### src/rtl/div_ctrl_fsm.sv
// Sequencing controller for an unsigned restoring divider: drives the A/M/Q
// register strobes through LOAD, then WIDTH rounds of SHIFT_A/SUB/TEST, then DONE.
module div_ctrl_fsm #(
  parameter int WIDTH = 4,
  parameter int CNT_W = $clog2(WIDTH + 1)
) (
  input  logic i_clk,
  input  logic i_rst,
  input  logic i_start,
  input  logic i_divisor_zero,
  input  logic i_a_msb,
  output logic o_clr_a,
  output logic o_ld_m,
  output logic o_en_q,
  output logic o_shl_q,
  output logic o_sl_q,
  output logic o_shl_a,
  output logic o_sub_a,
  output logic o_add_a,
  output logic o_busy,
  output logic o_done,
  output logic o_dbz
);

  typedef enum logic [2:0] {
    S_IDLE,
    S_LOAD,
    S_SHIFT_A,
    S_SUB,
    S_TEST,
    S_DONE
  } state_t;

  state_t           state_reg, state_next;
  logic [CNT_W-1:0] cnt_reg, cnt_next;
  logic             dbz_reg, dbz_next;

  always_ff @(posedge i_clk or posedge i_rst) begin
    if (i_rst) begin
      state_reg <= S_IDLE;
      cnt_reg   <= '0;
      dbz_reg   <= 1'b0;
    end else begin
      state_reg <= state_next;
      cnt_reg   <= cnt_next;
      dbz_reg   <= dbz_next;
    end
  end

  always_comb begin
    state_next = state_reg;
    cnt_next   = cnt_reg;
    dbz_next   = dbz_reg;
    o_clr_a    = 1'b0;
    o_ld_m     = 1'b0;
    o_en_q     = 1'b0;
    o_shl_q    = 1'b0;
    o_sl_q     = 1'b0;
    o_shl_a    = 1'b0;
    o_sub_a    = 1'b0;
    o_add_a    = 1'b0;
    o_done     = 1'b0;
    case (state_reg)
      S_IDLE: begin
        // A zero divisor skips the datapath entirely and reports straight away.
        if (i_start) begin
          if (i_divisor_zero) begin
            state_next = S_DONE;
            dbz_next   = 1'b1;
          end else begin
            state_next = S_LOAD;
          end
        end
      end
      S_LOAD: begin
        o_clr_a    = 1'b1;
        o_ld_m     = 1'b1;
        o_en_q     = 1'b1;
        cnt_next   = CNT_W'(WIDTH);
        dbz_next   = 1'b0;
        state_next = S_SHIFT_A;
      end
      S_SHIFT_A: begin
        o_shl_a    = 1'b1;
        state_next = S_SUB;
      end
      S_SUB: begin
        o_sub_a    = 1'b1;
        state_next = S_TEST;
      end
      S_TEST: begin
        // Negative trial remainder: restore A and shift a 0 into the quotient.
        o_shl_q    = 1'b1;
        o_add_a    = i_a_msb;
        o_sl_q     = ~i_a_msb;
        cnt_next   = cnt_reg - CNT_W'(1);
        state_next = (cnt_reg == CNT_W'(1)) ? S_DONE : S_SHIFT_A;
      end
      S_DONE: begin
        o_done     = 1'b1;
        state_next = S_IDLE;
      end
      default: begin
        state_next = S_IDLE;
      end
    endcase
  end

  assign o_busy = (state_reg != S_IDLE);
  assign o_dbz  = dbz_reg;

endmodule

### config.mk
export PLATFORM = sky130hd
export DESIGN_NAME = div_ctrl_fsm
export DESIGN_NICKNAME = d
export VERILOG_FILES = /design/src/rtl/div_ctrl_fsm.sv
export SDC_FILE = /design/constraint.sdc
export NUM_CORES = 1
export LEC_CHECK = 0
export ABC_AREA = 1
export CORE_AREA = 2 2 39 41
export DETAILED_ROUTE_END_ITERATION = 8
export DIE_AREA = 0 0 41 43
export DONT_BUFFER_PORTS = 1
export PLACE_DENSITY_LB_ADDON = 0.25
export SLEW_MARGIN = 25
export SYNTH_ARGS = -nofsm -noshare
export SYNTH_HDL_FRONTEND = slang
export SYNTH_SLANG_ARGS = --single-unit
### constraint.sdc
create_clock -name i_clk -period 1.29 [get_ports i_clk]
set_input_delay 0.0645 -clock i_clk [delete_from_list [all_inputs] [get_ports i_clk]]
set_output_delay 0.0645 -clock i_clk [all_outputs]
set_load 0.1 [all_outputs]
==> run summary, run 1 <==
Vias per cell: 4.60
Worst Tran Pin Value: 0.296 ns
R2R Path Start: state_reg[1]$_DFFE_PP0P_
Outcome: finished, violations left
# nets final: 88
FF-to-FF setup slack: 0.05 ns
Cell row count: 14
Number of flops mapped to enable cells by yosys: 0
Synthesized flop and latch total: 7
Hold path cells: 4
Htree depth: 1
Area after DPL: 613 um2
Failing checks: setup timing
Die width: 41 um
Placer Congestion: 0.739
Synthesis Warnings: 0
Register area share after synthesis: 41.9%
RSZ-0062 raised after global routing: yes
Largest net degree at the start of global routing: 8
Crit-path max cell delay: 0.44 ns
Die area: 1760 um2
Yosys top cell area share: 41.9%
Synth Cell Area: 418 um2
Maximum fanout along the worst path: 4
Syn Inst Count: 55
Max cap viols: 0
CTS tree: built
PortBufs: 0
Total Routing Usage GR: 13.8%
Initial antenna violation count: 0
CP endpoint kind: output port
Area Overhead vs Synth: 88.0%
Core area: 1380 um2
Root Buffer: clkbuf_4
Clock-pin slew on the worst setup and hold paths: 0.06 ns
Final setup viols: 8
Num CTS Buffers: 3
Chip Height: 43 um
PnR worst setup slack: -0.103 ns
Critical path arrival: 1.33 ns
Final Skew: 0.00381 ns
Initial Util: 30.2%
Worst Hold Path EP: state_reg[2]$_DFFE_PP0P_
Kind of critical path: flip-flop to output port
Worst Path Required: 1.23 ns
DR WL/cell: 11.0 um
Period utilisation layout: 108%
Synth Net Count: 62
Commonest cells post-synth: 11 x inv_1, 11 x nor2_1, 8 x nand2_1, 7 x dfrtp_1, 3 x nand3_1
Detailed placer's ending HPWL: 642 um
# diodes: 0
Ys async rst share: 100%
Worst Hold Launch: i_divisor_zero
Cell variety after synth: 16
Drt pass-1 iters: 4
Hold Vio Cnt, Final: 0
Buffer depth of the longest clock path: 2
DRC viols: 0
Cell Count, Final, Fillers Out: 96
Pins over their slew limit: 0
Final WL: 1060 um
Worst slew margin: 80.2%
Synth Flop Type: dfrtp_1
Synth top area cells: dfrtp_1 42%, inv_1 9.9%, nor2_1 9.9%
Share of layout cells above drive strength 1: 47.5%
Finished Cell Area: 786 um2
Worst skew pair latency: 0.26 ns
Detailed Route Iter0 Violations: 5
Critical-path cell list: nand3b_1 > clkinvlp_4 > buf_12
Min Clock Period, post-route: 1.39 ns
Critical path buffers and inverters: 2
CTS sink count: 7
CP max stage cell: dfrtp_2
Yosys top cell by area: dfrtp_1
Element type at the critical path start: flip-flop
Syn Area/Cell: 7.60 um2
Top delay family on crit path: flip-flops
FF-to-FF path depth: 6
Overflow after GRT: 0
I/O pin count: 16
First-pass GRT wire length: 1560 um
R2r endpoint: cnt_reg[2]$_DFFE_PP0P_
Antenna viol nets, final: 0
Fin Setup TNS: -0.384 ns
Hold crit path type: input pin to flip-flop
Achievable frequency: 0.718 GHz
DR vias: 442
Cells after DPL: 82
Vias in the first global route: 400
layout by cell type (no fill, tap or decap), types with 2 or more instances in the layout:
cell	n
buf_4	9
clkinvlp_4	2
dlygate4sd3_1	3
buf_12	8
nand3_1	3
nand2_1	7
clkbuf_4	3
nand2_4	3
nor2_4	3
nor2_1	8
inv_1	8
dfrtp_1	5
a21oi_1	2
nor2_2	2
dfrtp_2	2
buf_6	3
ha_1	2
stage by stage:
| stage | worst slack [ns] | hold WS [ns] | utilization, % |
|---|---|---|---|
| 6_report | -0.103 | 0.0697 | 56.8 |
| 2_1_floorplan | -0.293 | -0.132 | - |
| 5_1_grt | -0.141 | 0.0778 | 56.8 |
| 3_3_place_gp | 0.0876 | -0.0865 | 44.3 |
| 4_1_cts | -0.0889 | 0.0694 | 54.9 |
| 3_5_place_dp | 0.0539 | -0.0836 | 44.3 |
cells by family (layout without fill, tap and decap cells):
group	after synthesis	after routing	share of synthesized area (%)
AOI/OAI and AO/OA	4	4	5.99
adders and majority gates	2	2	5.99
buffers and inverters	13	38	13.5
DFF	7	7	41.9
and+or+nand+nor	29	29	32.6
how the worst max path moves through the flow:
stage                                     endpoint                startpoint  slack (ns)  cells after the start
after global placement    state_reg[1]$_DFFE_PP0P_  state_reg[0]$_DFFE_PP0P_        0.09                      6
after global routing                        o_ld_m  state_reg[1]$_DFFE_PP0P_       -0.14                      3
final                                       o_ld_m  state_reg[1]$_DFFE_PP0P_       -0.10                      3
after floorplan                            o_add_a  state_reg[0]$_DFFE_PP0P_       -0.29                      3
after detailed placement                   o_clr_a  state_reg[1]$_DFFE_PP0P_        0.05                      3
after CTS                                   o_ld_m  state_reg[1]$_DFFE_PP0P_       -0.09                      3
tightest hold or removal path, cell delays in order:
cell	delay [ns]
nand3_1	0.06
nand2_1	0.04
nor2_1	0.08
nor2_1	0.04
final cells by class:
type | instances | area (um2)
timing repair buffer | 23 | 292
clock buffer | 4 | 26.3
tap | 16 | 20.0
multi-input combinational | 35 | 221
sequential | 7 | 178
fill | 131 | 598
inverter | 11 | 48.8
layer usage:
metal  vias to the layer above  GRT usage (%)  wire length (um)
met5                         -              0                 0
met4                         0           11.3                55
met3                         5           5.24                70
met2                        17           19.7               500
met1                       199           15.4               430
li1                        221              -                 -
timing repair:
action                                 CTS  global route
pin swaps                                0             3
setup endpoints to repair                9            11
endpoints found under the hold margin   10             0
hold buffers                             3             0
setup buffers                            7             0
gates resized for setup                 11             6
Power of run 1 is not shown: default switching activity piles up to over one toggle a cycle in this logic, so the estimate is an artifact.
==> inputs of run 2 (changes only) <==
--- a/config.mk
+++ b/config.mk
@@ -6,10 +6,11 @@
 export NUM_CORES = 1
 export LEC_CHECK = 0
 export ABC_AREA = 1
+export BUFFER_PORTS_ARGS = -buffer_cell sky130_fd_sc_hd__buf_2
+export CAP_MARGIN = 20
 export CORE_AREA = 2 2 39 41
 export DETAILED_ROUTE_END_ITERATION = 8
 export DIE_AREA = 0 0 41 43
-export DONT_BUFFER_PORTS = 1
 export PLACE_DENSITY_LB_ADDON = 0.25
 export SLEW_MARGIN = 25
 export SYNTH_ARGS = -nofsm -noshare
==> run summary, run 2 (synthesized netlist as in run 1, its figures left out) <==
DRC viols: 0 (unchanged)
Hold WS: 0.0859 ns (+0.0162 ns)
Area Overhead vs Synth: 97.9%
Achievable frequency: 0.717 GHz (-0.12%)
Failing checks: setup timing
Area after DPL: 673 um2 (+9.8%)
Worst Path Required: 1.23 ns (about the same)
Root Buffer: clkbuf_4
Vias per cell: 4.58 (-0.52%)
Hold crit path type: input pin to flip-flop
Hold Vio Cnt, Final: 0 (unchanged)
Pins over their slew limit: 0 (unchanged)
CP max stage cell: dfrtp_2
Detailed placer's ending HPWL: 711 um (+11%)
DR WL/cell: 12.4 um (+13%)
Die width: 41 um (unchanged)
Maximum fanout along the worst path: 5 (+1)
CTS tree: built
Vias in the first global route: 469 (+17%)
RSZ-0062 raised after global routing: yes
Total Routing Usage GR: 16.4% (+2.5 points)
Placer Congestion: 0.758 (+2.5%)
Cell row count: 14 (unchanged)
Period utilisation layout: 108% (+0.13 points)
Most common cell after layout, fill and taps aside: buf_12
Die area: 1760 um2 (unchanged)
Most frequent cells in the layout: 10 x buf_12, 9 x buf_4, 7 x nand2_1, 7 x inv_1, 7 x nor2_1
Worst slew margin: 67.9% (-12 points)
Cells after DPL: 85 (+3.7%)
Fin Setup TNS: -0.498 ns (-0.114 ns)
Num CTS Buffers: 3 (unchanged)
Clock-pin slew on the worst setup and hold paths: 0.06 ns (about the same)
Buffer depth of the longest clock path: 2 (unchanged)
Core area: 1380 um2 (unchanged)
Antenna viol nets, final: 0 (unchanged)
Element type at the critical path start: flip-flop
CTS sink count: 7 (unchanged)
Worst Tran Pin Value: 0.484 ns (+0.188 ns)
Drt pass-1 iters: 4 (unchanged)
# diodes: 0 (unchanged)
Detailed Route Iter0 Violations: 2 (-3)
PnR worst setup slack: -0.105 ns (-0.00166 ns)
Final setup viols: 9 (+1)
Initial Util: 30.2% (unchanged)
I/O pin count: 16 (unchanged)
Overflow after GRT: 0 (unchanged)
Share of layout cells above drive strength 1: 54.8% (+7.3 points)
Finished Cell Area: 827 um2 (+5.3%)
Kind of critical path: flip-flop to output port
Crit-path max cell delay: 0.46 ns (+0.02 ns)
Critical path arrival: 1.33 ns (about the same)
CP endpoint kind: output port
Worst skew pair latency: 0.25 ns (about the same)
Final WL: 1240 um (+18%)
Outcome: finished, violations left
PortBufs: 15 (+15)
Initial antenna violation count: 0 (unchanged)
First-pass GRT wire length: 1930 um (+23%)
DR vias: 458 (+3.6%)
Largest net degree at the start of global routing: 8 (unchanged)
Final Skew: 0.00216 ns (-0.00165 ns)
Min Clock Period, post-route: 1.39 ns (+0.00166 ns)
Critical-path cell list: nand3b_1 > clkinvlp_4 > buf_12
Cell Count, Final, Fillers Out: 100 (+4.2%)
Htree depth: 1 (unchanged)
Chip Height: 43 um (unchanged)
Max cap viols: 0 (unchanged)
# nets final: 92 (+4.5%)
[run 2: changes by cell type in the layout (fill, tap and decap cells not counted)]
cell	change
buf_6	-1
buf_12	+2
nor2_1	-1
inv_2	+1
nor2_4	+1
inv_1	-1
buf_2	+5
dlygate4sd3_1	-2
[run 2: critical path: cells and delay by family (launching register included)]
kind / cells / cell delay [ns]
buffers and inverters: 2 / 0.42
DFF: 1 / 0.46
and+or+nand+nor: 1 / 0.19
[run 2: per-stage QoR]
step / setup WS (ns) / utilization (%)
floorplan: -0.293 / -
global placement: 0.0812 / 48.6
detailed placement: 0.0694 / 48.6
global route: -0.158 / 59.8
finish: -0.105 / 59.8
CTS: -0.0877 / 57.6
[run 2: repair_timing]
item / CTS / global route
cloned: 0 / 0
hold endpoints to repair: 7 / 0
pin swaps: 4 / 0
hold buffers: 1 / 0
setup endpoints to repair: 8 / 12
gates resized for setup: 8 / 5
setup buffers: 9 / 1
[run 2: final cells by class]
cell class,count,area (um2)
fillers,121,557
repair buffers,27,325
well taps,16,20.0
multi-input cells,35,229
inverters,11,48.8
clock buffers,4,26.3
flip-flops and latches,7,178
[run 2: layer usage]
| layer | wire length [um] | track usage, % |
|---|---|---|
| met1 | 476 | 18.4 |
| met2 | 695 | 24.7 |
| met3 | 42 | 3.66 |
| met4 | 29 | 13.3 |
| met5 | 0 | 0 |
[run 2: final timing paths]
check                      slack, ns  cells past startpoint                        to                      from
min in group asynchronous       0.29                      3    cnt_reg[2]$_DFFE_PP0P_                     i_rst
max reg2reg                    -0.03                      5         o_dbz$_DFFE_PP0P_  state_reg[0]$_DFFE_PP0P_
min                             0.09                      3         o_dbz$_DFFE_PP0P_                   i_start
min reg2reg                     0.51                      2         o_dbz$_DFFE_PP0P_         o_dbz$_DFFE_PP0P_
max                            -0.10                      3                   o_clr_a  state_reg[0]$_DFFE_PP0P_
max in group asynchronous       0.74                      3  state_reg[0]$_DFFE_PP0P_                     i_rst
Power of run 2 is left out for the same reason.
